===== src/rtl/fetch_sequencer.sv =====
// Instruction fetch sequencer: issues word fetches to instruction memory,
// buffers one fetched instruction for downstream, and handles redirects
// and halt. All buses are numbered with bit 0 as the MSB.
//
// state  | meaning
// -------+-----------------------------------------------------------
// FETCH  | request outstanding at reqPc; completion fills the buffer
// WAIT   | buffer holds a valid instruction until downstream accepts
// SQUASH | stale request still outstanding; its data will be dropped
// HALTED | no requests issued until halt drops or a redirect arrives
module fetch_sequencer #(
  parameter int                  PC_WIDTH = 30,
  parameter logic [PC_WIDTH-1:0] RESET_PC = '0
) (
  input  logic                clock,
  input  logic                reset,
  output logic                imem_req,
  output logic [0:31]         imem_addr,
  input  logic                imem_ack,
  input  logic [0:31]         imem_data,
  output logic                out_valid,
  output logic [0:31]         out_instr,
  output logic [0:31]         out_pc,
  input  logic                out_ready,
  input  logic                redir_valid,
  input  logic [0:PC_WIDTH-1] redir_target,
  input  logic                halt
);

  typedef enum logic [1:0] {FETCH, WAIT, SQUASH, HALTED} stateT;

  stateT               state, stateNext;
  logic [0:PC_WIDTH-1] pc, pcNext, pcInc;
  // Address of the request on the bus; kept apart from pc so a redirect
  // can retarget pc while the stale request is still being held.
  logic [0:PC_WIDTH-1] reqPc, reqPcNext;
  logic                validNext;
  logic [0:31]         instrNext, outPcNext;
  logic                reqOn, done;

  // Request is gated by reset so nothing is asked for while reset is held.
  assign reqOn     = ((state == FETCH) || (state == SQUASH)) && reset;
  assign done      = reqOn && imem_ack;
  assign pcInc     = pc + {{(PC_WIDTH-1){1'b0}}, 1'b1};
  assign imem_req  = reqOn;
  assign imem_addr = {reqPc, 2'b00};

  // State, pc and the output buffer registers.
  always_ff @(posedge clock or negedge reset) begin
    if (!reset) begin
      state     <= FETCH;
      pc        <= RESET_PC;
      reqPc     <= RESET_PC;
      out_valid <= 1'b0;
      out_instr <= '0;
      out_pc    <= '0;
    end else begin
      state     <= stateNext;
      pc        <= pcNext;
      reqPc     <= reqPcNext;
      out_valid <= validNext;
      out_instr <= instrNext;
      out_pc    <= outPcNext;
    end
  end

  // Next-state logic; a redirect takes priority in every state.
  always_comb begin
    stateNext = state;
    pcNext    = pc;
    validNext = out_valid;
    instrNext = out_instr;
    outPcNext = out_pc;
    case (state)
      FETCH: begin
        if (redir_valid) begin
          pcNext    = redir_target;
          stateNext = done ? FETCH : SQUASH;
        end else if (done) begin
          instrNext = imem_data;
          outPcNext = {pcInc, 2'b00};
          validNext = 1'b1;
          pcNext    = pcInc;
          stateNext = WAIT;
        end
      end
      SQUASH: begin
        if (redir_valid) begin
          pcNext    = redir_target;
          stateNext = done ? FETCH : SQUASH;
        end else if (done) begin
          stateNext = FETCH;
        end
      end
      WAIT: begin
        if (redir_valid) begin
          validNext = 1'b0;
          pcNext    = redir_target;
          stateNext = FETCH;
        end else if (out_ready) begin
          validNext = 1'b0;
          stateNext = halt ? HALTED : FETCH;
        end
      end
      HALTED: begin
        if (redir_valid) begin
          pcNext    = redir_target;
          stateNext = FETCH;
        end else if (!halt) begin
          stateNext = FETCH;
        end
      end
      default: stateNext = FETCH;
    endcase
    // A new request always starts from the pc we enter FETCH with.
    reqPcNext = (stateNext == FETCH) ? pcNext : reqPc;
  end

endmodule


===== config.mk =====
export PLATFORM = sky130hd
export DESIGN_NAME = fetch_sequencer
export DESIGN_NICKNAME = d
export VERILOG_FILES = /design/src/rtl/fetch_sequencer.sv
export SDC_FILE = /design/constraint.sdc
export NUM_CORES = 1
export LEC_CHECK = 0
export CAP_MARGIN = 15
export CELL_PAD_IN_SITES_DETAIL_PLACEMENT = 0
export CELL_PAD_IN_SITES_GLOBAL_PLACEMENT = 1
export CORE_ASPECT_RATIO = 1.5
export CORE_MARGIN = 5
export CORE_UTILIZATION = 36
export DETAILED_ROUTE_END_ITERATION = 10
export GPL_ROUTABILITY_DRIVEN = 1
export PLACE_DENSITY_LB_ADDON = 0.25
export SLEW_MARGIN = 25
export SYNTH_ARGS = -nofsm -noshare
export SYNTH_HDL_FRONTEND = slang
export SYNTH_SLANG_ARGS = --single-unit

===== constraint.sdc =====
create_clock -name clock -period 2.4 [get_ports clock]
set_clock_uncertainty 0.05 [all_clocks]
set_input_delay 0.48 -clock clock [delete_from_list [all_inputs] [get_ports clock]]
set_output_delay 0.48 -clock clock [all_outputs]
set_load 0.03 [all_outputs]

; Yosys cells after proc, flatten, opt, wreduce, memory -nomap -nowiden
; Index checks and enable logic that the tools add are counted.
[word_totals]
out_inout_bits = 98
word_cells = 43
ff_bits = 125
[classes]
n_reduce_logical = 9
mux = 20
n_eq_ne = 6
n_addsub = 1
n_bitwise = 1
[op_table]
columns = cell, count
row1 = 30-bit two-way mux, 3
row2 = 30-bit case mux with 2 select lines, 1
row3 = 30-bit by 1-bit adder with 30-bit output (second input constant), 1
row4 = 2-bit two-way mux, 10
row5 = 2-bit case mux with 4 select lines, 1
row6 = 2-bit equality test (second input constant), 2
row7 = 2-bit logical NOT, 2
row8 = 1-bit two-way mux, 4
row9 = 2-bit inequality test (second input constant), 2
row10 = 4-bit AND reduction, 1
row11 = 3-bit inequality test (second input constant), 1
row12 = 3-bit AND reduction, 1
row13 = 3-bit OR reduction, 1
row14 = 2-bit by 1-bit equality test with 1-bit output (second input constant), 1
row15 = 1-bit logical AND, 2
row16 = 1-bit case mux with 2 select lines, 1
row17 = 2-bit nonzero test, 1
row18 = 1-bit logical OR, 1
row19 = 1-bit inverter, 1

; Longest topological paths before layout
[depth]
word_depth = 8
mapped_depth = 7
mapped_depth_nobuf = 6

; Worst setup path before layout
; Ideal clock, no wire load.
[synth_timing]
kind = register to register
start = reg pc[29] in the netlist's numbering
end = reg reqPc[19] in the netlist's numbering
required_time_ps = 2225
stages_incl_launch_ff = 8
path_slack_ps = 297
arrival_time_ps = 1928
setup_time_ps = 125
path_cell_list = dfrtp_1 ha_1 nand3_1 clkbuf_1 nor3_1 a21oi_1 a221o_1 mux2_2
[synth_between]
elab_chain_cells = 4
[synth_rtl]
columns = item, line
row1 = from (decl), 33  ; logic [0:PC_WIDTH-1] pc, pcNext, pcInc;
row2 = from (signal assigned), 59  ; pc <= pcNext;
row3 = 30-bit by 1-bit adder with 30-bit output, 44  ; assign pcInc = pc + {{(PC_WIDTH-1){1'b0}}, 1'b1};
row4 = 30-bit two-way mux, 79  ; end else if (done) begin
row5 = 30-bit two-way mux, 76  ; if (redir_valid) begin
row6 = 30-bit case mux with 2 select lines, 74  ; case (state)
row7 = "via pcNext, one bit", 33
row8 = to (signal assigned), 60  ; reqPc <= reqPcNext;
row9 = to (decl), 36  ; logic [0:PC_WIDTH-1] reqPc, reqPcNext;
; The timed path passes the listed nets, and every way through them passes these cells.
; A chain may end at the register's enable or synchronous reset.

; Worst setup path in the final report
[layout_timing]
start = reg pc[29] in the netlist's numbering
end = reg out_pc[3] in the netlist's numbering
[layout_between]
elab_chain_cells = 1
[layout_rtl]
columns = item, line
row1 = 30-bit by 1-bit adder with 30-bit output, 44
row2 = to (signal assigned), 63  ; out_pc <= outPcNext;
row3 = to (decl), 23  ; output logic [0:31] out_pc,
; No other way between the ends.

==> impl_metrics.tcl <==
set metrics [dict create \
    die_area_um2 19300 \
    async_reset_ff_frac 1.00 \
    grt_max_degree 68 \
    cts_tree "done" \
    grt_first_pass_wirelength_mm 29.1 \
    crit_fanout 6 \
    p_int_uw 5380 \
    yosysWarningCount 0 \
    htreeDepth 4 \
    swShare 0.342 \
    setup_viol 0 \
    cp-start-kind "flip-flop" \
    worst_slew_pin_slew_ps 859 \
    max_slew_margin 0.427 \
    ios 166 \
    synth-edff-count 0 \
    final_common_cell "nand2_1" \
    vias_per_cell 5.03 \
    cts_inserted_buffers 17 \
    ys_ff_latch 125 \
    grt_antenna_before_repair 0 \
    end_kind "flip-flop" \
    ys_seq_area_frac 0.524 \
    synthMuxAreaShare 0.0361 \
    insertedDiodeCount 0 \
    synthCells 635 \
    yosysTopAreaCell "dfrtp_1" \
    grt_usage 0.192 \
    nNetsFinal 889 \
    ant_nets 0 \
    root_buffer "clkbuf_16" \
    design_power_total_uw 8180 \
    grt_pass1_vias 5545 \
    clk_latency_ps 410 \
    leakage_uw 0.00365 \
    hpwl_mm 13.6 \
    die_w_um 115 \
    coreArea_um2 16300 \
    crit_arrival_ps 2520 \
    synthSimpleGateAreaFrac 0.221 \
    dr.pass1.iters 4 \
    drt_iter0_drc 261 \
    routabilityCongestion 0.901 \
    power.share.clock 0.306 \
    p_sw_uw 2790 \
    initial_core_util 0.367 \
    synth_area_um2 5970 \
    routedWlPerCell_um 17.5 \
    post_synth_xor_area_fraction 0.0690 \
    vdd_drop_max_mv 0.499 \
    cts_sinks 125 \
    hold_viol 0 \
    cap_violations 0 \
    synth_flop_cell "dfrtp_1" \
    rr_startpoint "pc[29]$_DFF_PN0_" \
    min_path_type "in -> async" \
    finalNonFillerCells 1035 \
    clockBufferDepth 2 \
    max_freq_mhz 447 \
    worstReg2RegEnd "out_pc[3]$_DFFE_PN0P_" \
    synthAdderAreaFrac 0.00210 \
    p_per_area_nw_per_um2 950 \
    routed_wl_mm 18.1 \
    post-route-drc-count 0 \
    status "complete, no violations" \
    synth_compound_area_frac 0.0990 \
    period_needed_ps 2240 \
    multi_input_area_um2 2580 \
    synthTopCellsByArea "dfrtp_1, nand2_1, o21ai_0" \
    rsz0062_at_grt "no" \
    via_count 5203 \
    finalMaxSlewViolations 0 \
    ys_types 58 \
    combPwrFrac 0.339 \
    dp.cells 1007 \
    timing.setup.tns_ps 0 \
    clk_pin_slew_ps 50 \
    drive_above_1_share 0.141 \
    finalCritPeriodShare 0.933 \
    grt_overflow 0 \
    cts_setup_buffers 0 \
    power.share.sequential 0.355 \
    rrSetupSlack_ps 160 \
    syn_to_final_growth_pct 44.2 \
    rows 57 \
    ff_latch_area_um2 3130 \
    port-buffer-count 161 \
    r2r_cells 7 \
    fillers 1520 \
    worstSetupPathType "reg -> reg" \
    syn_area_per_cell_um2 9.40 \
    critical_path_required_ps 2680 \
    mostFrequentLayoutCells "nand2_1, clkdlybuf4s50_1, dfrtp_1" \
    synth_top_area_share 0.524 \
    die-height_um 168 \
    synth_top_family_by_area "simple AND/OR/NAND/NOR gates" \
]
registers in the layout, indices dropped and copies added (netlist names):
| name | cells |
|---|---|
| out_instr | 32 |
| out_pc | 30 |
| pc | 30 |
| reqPc | 30 |
| state | 2 |
| out_valid | 1 |
how the worst max path moves through the flow:
stage                     cells past startpoint  slack, ps        startpoint                     to
after global placement                        6        -50          imem_ack       pc[10]$_DFF_PN0_
after global routing                          7         20  pc[29]$_DFF_PN0_  out_pc[3]$_DFFE_PN0P_
final                                         7        160  pc[29]$_DFF_PN0_  out_pc[3]$_DFFE_PN0P_
after CTS                                     6         90  pc[16]$_DFF_PN0_   reqPc[6]$_DFFE_PN0N_
after detailed placement                      6        -80          imem_ack       pc[10]$_DFF_PN0_
after floorplan                               7        300  pc[29]$_DFF_PN0_  reqPc[19]$_DFFE_PN0N_
synth_stat cells (2+ instances only):
cell	n
nand2_1	179
dfrtp_1	125
o21ai_0	56
nor2_1	33
clkbuf_1	31
xnor2_1	25
nand3_1	22
xor2_1	22
mux2_2	16
nand4_1	12
a31oi_1	11
nor3_1	11
a21oi_1	7
nor4_1	7
buf_4	5
buf_6	5
clkbuf_2	5
inv_1	5
o31ai_1	4
or3_1	4
and3_1	3
a211oi_1	2
clkbuf_8	2
mux2i_1	2
nand2b_1	2
nor2b_1	2
o211ai_1	2
o22ai_1	2
o32a_1	2
or2_2	2
or4_1	2
cell type report:
class	count	area share
Clock buffer	21	0.0558
Timing Repair Buffer	212	0.238
Clock inverter	7	0.0105
Inverter	5	0.00218
Multi-Input combinational cell	459	0.300
Sequential cell	125	0.364
Tap cell	206	0.0300
cells by family after synthesis:
logic type               after synthesis
XOR/XNOR                              47
buffers and inverters                 54
AND/OR/NAND/NOR                      291
AO/OA/AOI/OAI                         97
multiplexers                          19
flip-flops                           125
other                                  1
adder cells (fa/ha/maj)                1
power groups by stage:
stage / sequential (µW) / combinational, µW / clock, µW
floorplan: 3730 / 654 / 0
global placement: 2930 / 2770 / 0
detailed placement: 2940 / 2800 / 0
CTS: 2910 / 2810 / 2550
global route: 2980 / 2950 / 2650
finish: 2900 / 2770 / 2500
critical path, stage by stage, from the launching register on:
cell and delay [ps]:
dfrtp_1 480, ha_1 260, nand3_1 150, nor4_2 360, buf_4 210, nand3b_1 110
or3_1 370, a31oi_1 170
metrics by stage:
step / instance area [µm²] / hold slack (ps) / util / setup slack (ps)
2_1_floorplan: 5980 / 134 / - / 297
3_3_place_gp: 8030 / 407 / 0.494 / -47.2
3_5_place_dp: 8030 / 412 / 0.494 / -79.1
4_1_cts: 8600 / 13.9 / 0.529 / 93.6
5_1_grt: 8610 / 17.1 / 0.529 / 19.3
6_report: 8610 / 18.9 / 0.529 / 161
layer usage:
metal / track usage / vias up / wire length [µm]
li1: - / 2511 / -
met1: 0.215 / 2513 / 6960
met2: 0.338 / 146 / 9560
met3: 0.0592 / 33 / 1120
met4: 0.0695 / 0 / 492
met5: 0 / - / 0
repair_timing:
action | in CTS | in global routing
endpoints found under the setup margin | 0 | 1
resized for setup | 0 | 1
hold buffers | 0 | 0
No activity file was read; power rests on OpenSTA's default activity.
